`config.mk`:
```
export PLATFORM = sky130hd
export DESIGN_NAME = button_debouncer
export DESIGN_NICKNAME = d
export VERILOG_FILES = /design/src/rtl/button_debouncer_pkg.sv /design/src/rtl/button_debouncer_channel.sv /design/src/rtl/button_debouncer.sv
export SDC_FILE = /design/constraint.sdc
export NUM_CORES = 1
export LEC_CHECK = 0
export ABC_AREA = 1
export ABC_CLOCK_PERIOD_IN_PS = 5200
export CAP_MARGIN = 20
export CORE_MARGIN = 3
export CORE_UTILIZATION = 55
export CTS_CLUSTER_SIZE = 8
export DETAILED_ROUTE_END_ITERATION = 12
export HOLD_SLACK_MARGIN = 0.06
export PLACE_DENSITY = 0.71
export SLEW_MARGIN = 30
export SYNTH_ARGS = -nofsm -noshare
export SYNTH_HDL_FRONTEND = slang
export SYNTH_SLANG_ARGS = --single-unit
```
`constraint.sdc`:
```
create_clock -name clk -period 5.2 [get_ports clk]
set_clock_uncertainty 0.15 [all_clocks]
set_input_delay 1.04 -clock clk [delete_from_list [all_inputs] [get_ports clk]]
set_output_delay 1.04 -clock clk [all_outputs]
set_load 0.02 [all_outputs]
```
`src/rtl/button_debouncer_pkg.sv`:
```
// Shared defaults, per-channel state encoding and the stable-time helper
// for the push-button debouncer.
package button_debouncer_pkg;

    localparam int DEFAULT_CLK_HZ      = 50_000_000;
    localparam int DEFAULT_DEBOUNCE_MS = 10;

    typedef enum logic {
        STABLE  = 1'b0,
        PENDING = 1'b1
    } deb_state_t;

    // Division happens first so a 50 MHz clock does not overflow 32 bits.
    function automatic int stable_cycles(input int clk_hz, input int debounce_ms);
        return (clk_hz / 1000) * debounce_ms;
    endfunction

endpackage

```
`src/rtl/button_debouncer_channel.sv`:
```
// One debounce channel: synchroniser chain, qualification counter,
// STABLE/PENDING state machine and registered rise/fall strobes.
//
//  state   | meaning
//  --------+------------------------------------------------------------
//  STABLE  | synchronised input equals clean level, counter held at 0
//  PENDING | synchronised input differs from clean, counting stable time
module debounce_channel
    import button_debouncer_pkg::*;
#(
    parameter int STABLE_CYCLES = 8,
    parameter int SYNC_STAGES   = 2
) (
    input  logic clk,
    input  logic rst,
    input  logic raw,
    output logic clean,
    output logic rise,
    output logic fall
);

    localparam int CW = $clog2(STABLE_CYCLES + 1);
    localparam logic [CW-1:0] CNT_ONE  = CW'(1);
    localparam logic [CW-1:0] CNT_LAST = CW'(STABLE_CYCLES - 1);

    logic [SYNC_STAGES-1:0] sync_q;
    logic                   sync_bit;

    deb_state_t    state_q, state_d;
    logic [CW-1:0] cnt_q, cnt_d;
    logic          clean_q, clean_d;
    logic          rise_q, rise_d;
    logic          fall_q, fall_d;

    always_ff @(posedge clk or posedge rst) begin
        if (rst) begin
            sync_q <= '0;
        end else begin
            sync_q <= {sync_q[SYNC_STAGES-2:0], raw};
        end
    end

    assign sync_bit = sync_q[SYNC_STAGES-1];

    always_ff @(posedge clk or posedge rst) begin
        if (rst) begin
            state_q <= STABLE;
            cnt_q   <= '0;
            clean_q <= 1'b0;
            rise_q  <= 1'b0;
            fall_q  <= 1'b0;
        end else begin
            state_q <= state_d;
            cnt_q   <= cnt_d;
            clean_q <= clean_d;
            rise_q  <= rise_d;
            fall_q  <= fall_d;
        end
    end

    // Reject takes priority over accept: a return to the clean level on the
    // final counting edge still discards the transition.
    always_comb begin
        state_d = state_q;
        cnt_d   = cnt_q;
        clean_d = clean_q;
        rise_d  = 1'b0;
        fall_d  = 1'b0;
        unique case (state_q)
            STABLE: begin
                if (sync_bit != clean_q) begin
                    state_d = PENDING;
                    cnt_d   = CNT_ONE;
                end
            end
            PENDING: begin
                if (sync_bit == clean_q) begin
                    state_d = STABLE;
                    cnt_d   = '0;
                end else if (cnt_q == CNT_LAST) begin
                    state_d = STABLE;
                    cnt_d   = '0;
                    clean_d = sync_bit;
                    rise_d  = sync_bit;
                    fall_d  = ~sync_bit;
                end else begin
                    cnt_d = cnt_q + CNT_ONE;
                end
            end
        endcase
    end

    assign clean = clean_q;
    assign rise  = rise_q;
    assign fall  = fall_q;

endmodule

```
`src/rtl/button_debouncer.sv`:
```
// Multi-channel button conditioner: one independent debounce channel per
// input bit, clean levels plus one-cycle rise/fall strobes.
module button_debouncer
    import button_debouncer_pkg::*;
#(
    parameter int CHANNELS    = 2,
    parameter int CLK_HZ      = DEFAULT_CLK_HZ,
    parameter int DEBOUNCE_MS = DEFAULT_DEBOUNCE_MS,
    parameter int SYNC_STAGES = 2
) (
    input  logic                clk,
    input  logic                rst,
    input  logic [CHANNELS-1:0] btn_raw,
    output logic [CHANNELS-1:0] btn_clean,
    output logic [CHANNELS-1:0] btn_rise,
    output logic [CHANNELS-1:0] btn_fall
);

    localparam int STABLE_CYCLES = stable_cycles(CLK_HZ, DEBOUNCE_MS);

    if (STABLE_CYCLES < 2) begin : g_bad_stable
        $error("button_debouncer: STABLE_CYCLES must be >= 2");
    end
    if (SYNC_STAGES < 2) begin : g_bad_sync
        $error("button_debouncer: SYNC_STAGES must be >= 2");
    end
    if (CHANNELS < 1) begin : g_bad_chan
        $error("button_debouncer: CHANNELS must be >= 1");
    end

    for (genvar ch = 0; ch < CHANNELS; ch++) begin : g_chan
        debounce_channel #(
            .STABLE_CYCLES (STABLE_CYCLES),
            .SYNC_STAGES   (SYNC_STAGES)
        ) u_chan (
            .clk   (clk),
            .rst   (rst),
            .raw   (btn_raw[ch]),
            .clean (btn_clean[ch]),
            .rise  (btn_rise[ch]),
            .fall  (btn_fall[ch])
        );
    end

endmodule
```
==> results_dict.tcl <==
set metrics [dict create \
    worst_skew_pair.late_latency_ns 0.30 \
    numCtsBuffers 5 \
    grt_antenna_before_repair 0 \
    run_status "completed" \
    vias 2464 \
    critPathMaxStageDelay_ns 0.63 \
    postCtsResizedCells 0 \
    finalNetCount 419 \
    drt_iter0_markers 126 \
    worstMarginPinSlew_ns 0.608 \
    end_kind "output pin" \
    holdWs_ns 0.207 \
    drtAntennaViolNets 0 \
    r2r-start "g_chan[1].u_chan.cnt_q[0]$_DFFE_PP0P_" \
    hold_path.class "reg -> reg" \
    min_from "g_chan[0].u_chan.sync_q[0]$_DFF_PP0_" \
    hpwl_um 4380 \
    die_h_um 79.4 \
    mostFrequentLayoutCells "nand2_1, dfrtp_1, inv_1" \
    path_clk_slew_ns 0.09 \
    htree_num_levels 2 \
    worstPathArrival_ns 1.35 \
    ys_types 25 \
    cts_tree "done" \
    routedWlPerCell_um 12.1 \
    area_delta_synth_final_pct 7.35 \
    required_ns 4.01 \
    p_per_area_nw_per_um2 217 \
    synth_cells 407 \
    clockBufferDepth 2 \
    grt_pass1_wl_um 10500 \
    grt.total_usage 0.208 \
    ctsHoldBuffers 0 \
    cp.buffers_inverters 1 \
    ys_seq_area_frac 0.422 \
    drc 0 \
    critical_path_class "reg -> out" \
    max_clock_freq_mhz 394 \
    drv_slew 0 \
    synth_seq_cells 50 \
    finalCritPeriodShare 0.488 \
    cts_num_sinks 50 \
    synth.area.top_cells "dfrtp_1, nand2_1, inv_1" \
    rsz0062_at_grt "no" \
    dr.pass1.iters 4 \
    power.total_w 0.000690 \
    core_um2 5170 \
    die_w_um 79.4 \
    power_leakage_nw 1.39 \
    ir_worst_vdd_mv 0.169 \
    startpoint "g_chan[0].u_chan.clean$_DFFE_PP0P_" \
    setup_viol 0 \
    diodes 0 \
    synth_top_area_share 0.422 \
    drv_cap 0 \
    rows 26 \
    cp_cell_sequence "clkdlybuf4s50_1" \
    grt_pass1_vias 2396 \
    worst-path-max-fanout 5 \
    start_util 0.573 \
    overflow 0 \
    cp_top_family "buffers and inverters" \
    drt_wl_total_um 5880 \
    finalHoldViolCount 0 \
    syn_area_um2 2960 \
    die_area_um2 6300 \
    slowest_stage "clkdlybuf4s50_1" \
    yosysWarnings 0 \
    ios 10 \
    gp_congestion 0.926 \
    yosysTopAreaCell "dfrtp_1" \
    slew_headroom 0.594 \
    root_buffer "clkbuf_8" \
    portBuffers 9 \
    drive_gt1_frac 0.0797 \
    grt_start_max_net_pins 51 \
    layout_commonest_cell "nand2_1" \
    via_per_inst 5.09 \
    syn_nets 413 \
    period_needed_ns 2.54 \
    syn_avg_cell_area_um2 7.28 \
    fin_setup_tns_ns 0 \
    startpoint_type "register" \
    postCtsSetupRepairBufs 0 \
]
[path summary, 6_finish.rpt]
check                      cells after the start  slack, ns                                endpoint
max in group asynchronous                      2       3.47  g_chan[1].u_chan.cnt_q[12]$_DFFE_PP0P_
hold reg to reg                                0       0.21    g_chan[0].u_chan.sync_q[1]$_DFF_PP0_
hold / removal                                 0       0.21    g_chan[0].u_chan.sync_q[1]$_DFF_PP0_
setup / recovery                               1       2.66                            btn_clean[0]
min in group asynchronous                      2       1.02      g_chan[0].u_chan.state_q$_DFF_PP0_
setup reg to reg                               8       3.44  g_chan[1].u_chan.cnt_q[17]$_DFFE_PP0P_
[synthesized netlist by cell type (all sizes together)]
| master | number |
|---|---|
| o41ai | 2 |
| nand2 | 138 |
| nor3 | 6 |
| nand3 | 33 |
| nand4 | 8 |
| buf | 10 |
| nand3b | 1 |
| a21oi | 2 |
| o21ai | 18 |
| inv | 51 |
| and2 | 1 |
| o21bai | 6 |
| nor2 | 57 |
| o22ai | 9 |
| dfrtp | 50 |
| xor2 | 13 |
| ha | 2 |
[per-stage QoR]
stage	utilization	worst slack (ns)	area, um^2	std cells
6_report	0.615	2.66	3180	484
5_1_grt	0.615	2.59	3180	484
4_1_cts	0.614	2.64	3180	484
3_5_place_dp	0.594	3.00	3070	476
3_3_place_gp	0.593	2.72	3070	476
2_1_floorplan	-	2.81	2960	407
[area by class of cell]
cell class / instances / area (um^2)
Multi-Input combinational cell: 296 / 1450
Sequential cell: 50 / 1250
Fill cell: 467 / 1990
Tap cell: 70 / 87.6
Inverter: 51 / 194
Timing Repair Buffer: 9 / 90.1
Clock inverter: 1 / 8.76
Clock buffer: 7 / 96.3
[registers in the layout (all words and copies together), names as in the netlist]
name                   cells
g_chan.u_chan.sync_q       4
g_chan.u_chan.fall         2
g_chan.u_chan.clean        2
g_chan.u_chan.state_q      2
g_chan.u_chan.rise         2
g_chan.u_chan.cnt_q       38
[logic make-up after synthesis]
kind of cell,share of synthesized area
AOI/OAI and AO/OA,0.0815
xor gates and xnor gates,0.0384
adders and majority gates,0.00845
buffers and inverters,0.0883
DFF,0.422
and+or+nand+nor,0.361
[layer usage]
| metal | vias up | global-route usage | routed length [um] |
|---|---|---|---|
| met5 | - | 0 | 0 |
| met4 | 0 | 0.0756 | 114 |
| met3 | 11 | 0.0339 | 149 |
| met2 | 37 | 0.364 | 2960 |
| met1 | 1123 | 0.259 | 2660 |
| li1 | 1293 | - | - |
[power breakdown]
part | internal, W | switching, W | total, W | leakage [nW]
clock | 0.000122 | 0.000127 | 0.000249 | 0.0544
combinational | 0.0000113 | 0.0000271 | 0.0000384 | 0.660
sequential | 0.000396 | 0.00000679 | 0.000403 | 0.679
No activity file was read; power rests on OpenSTA's default activity.
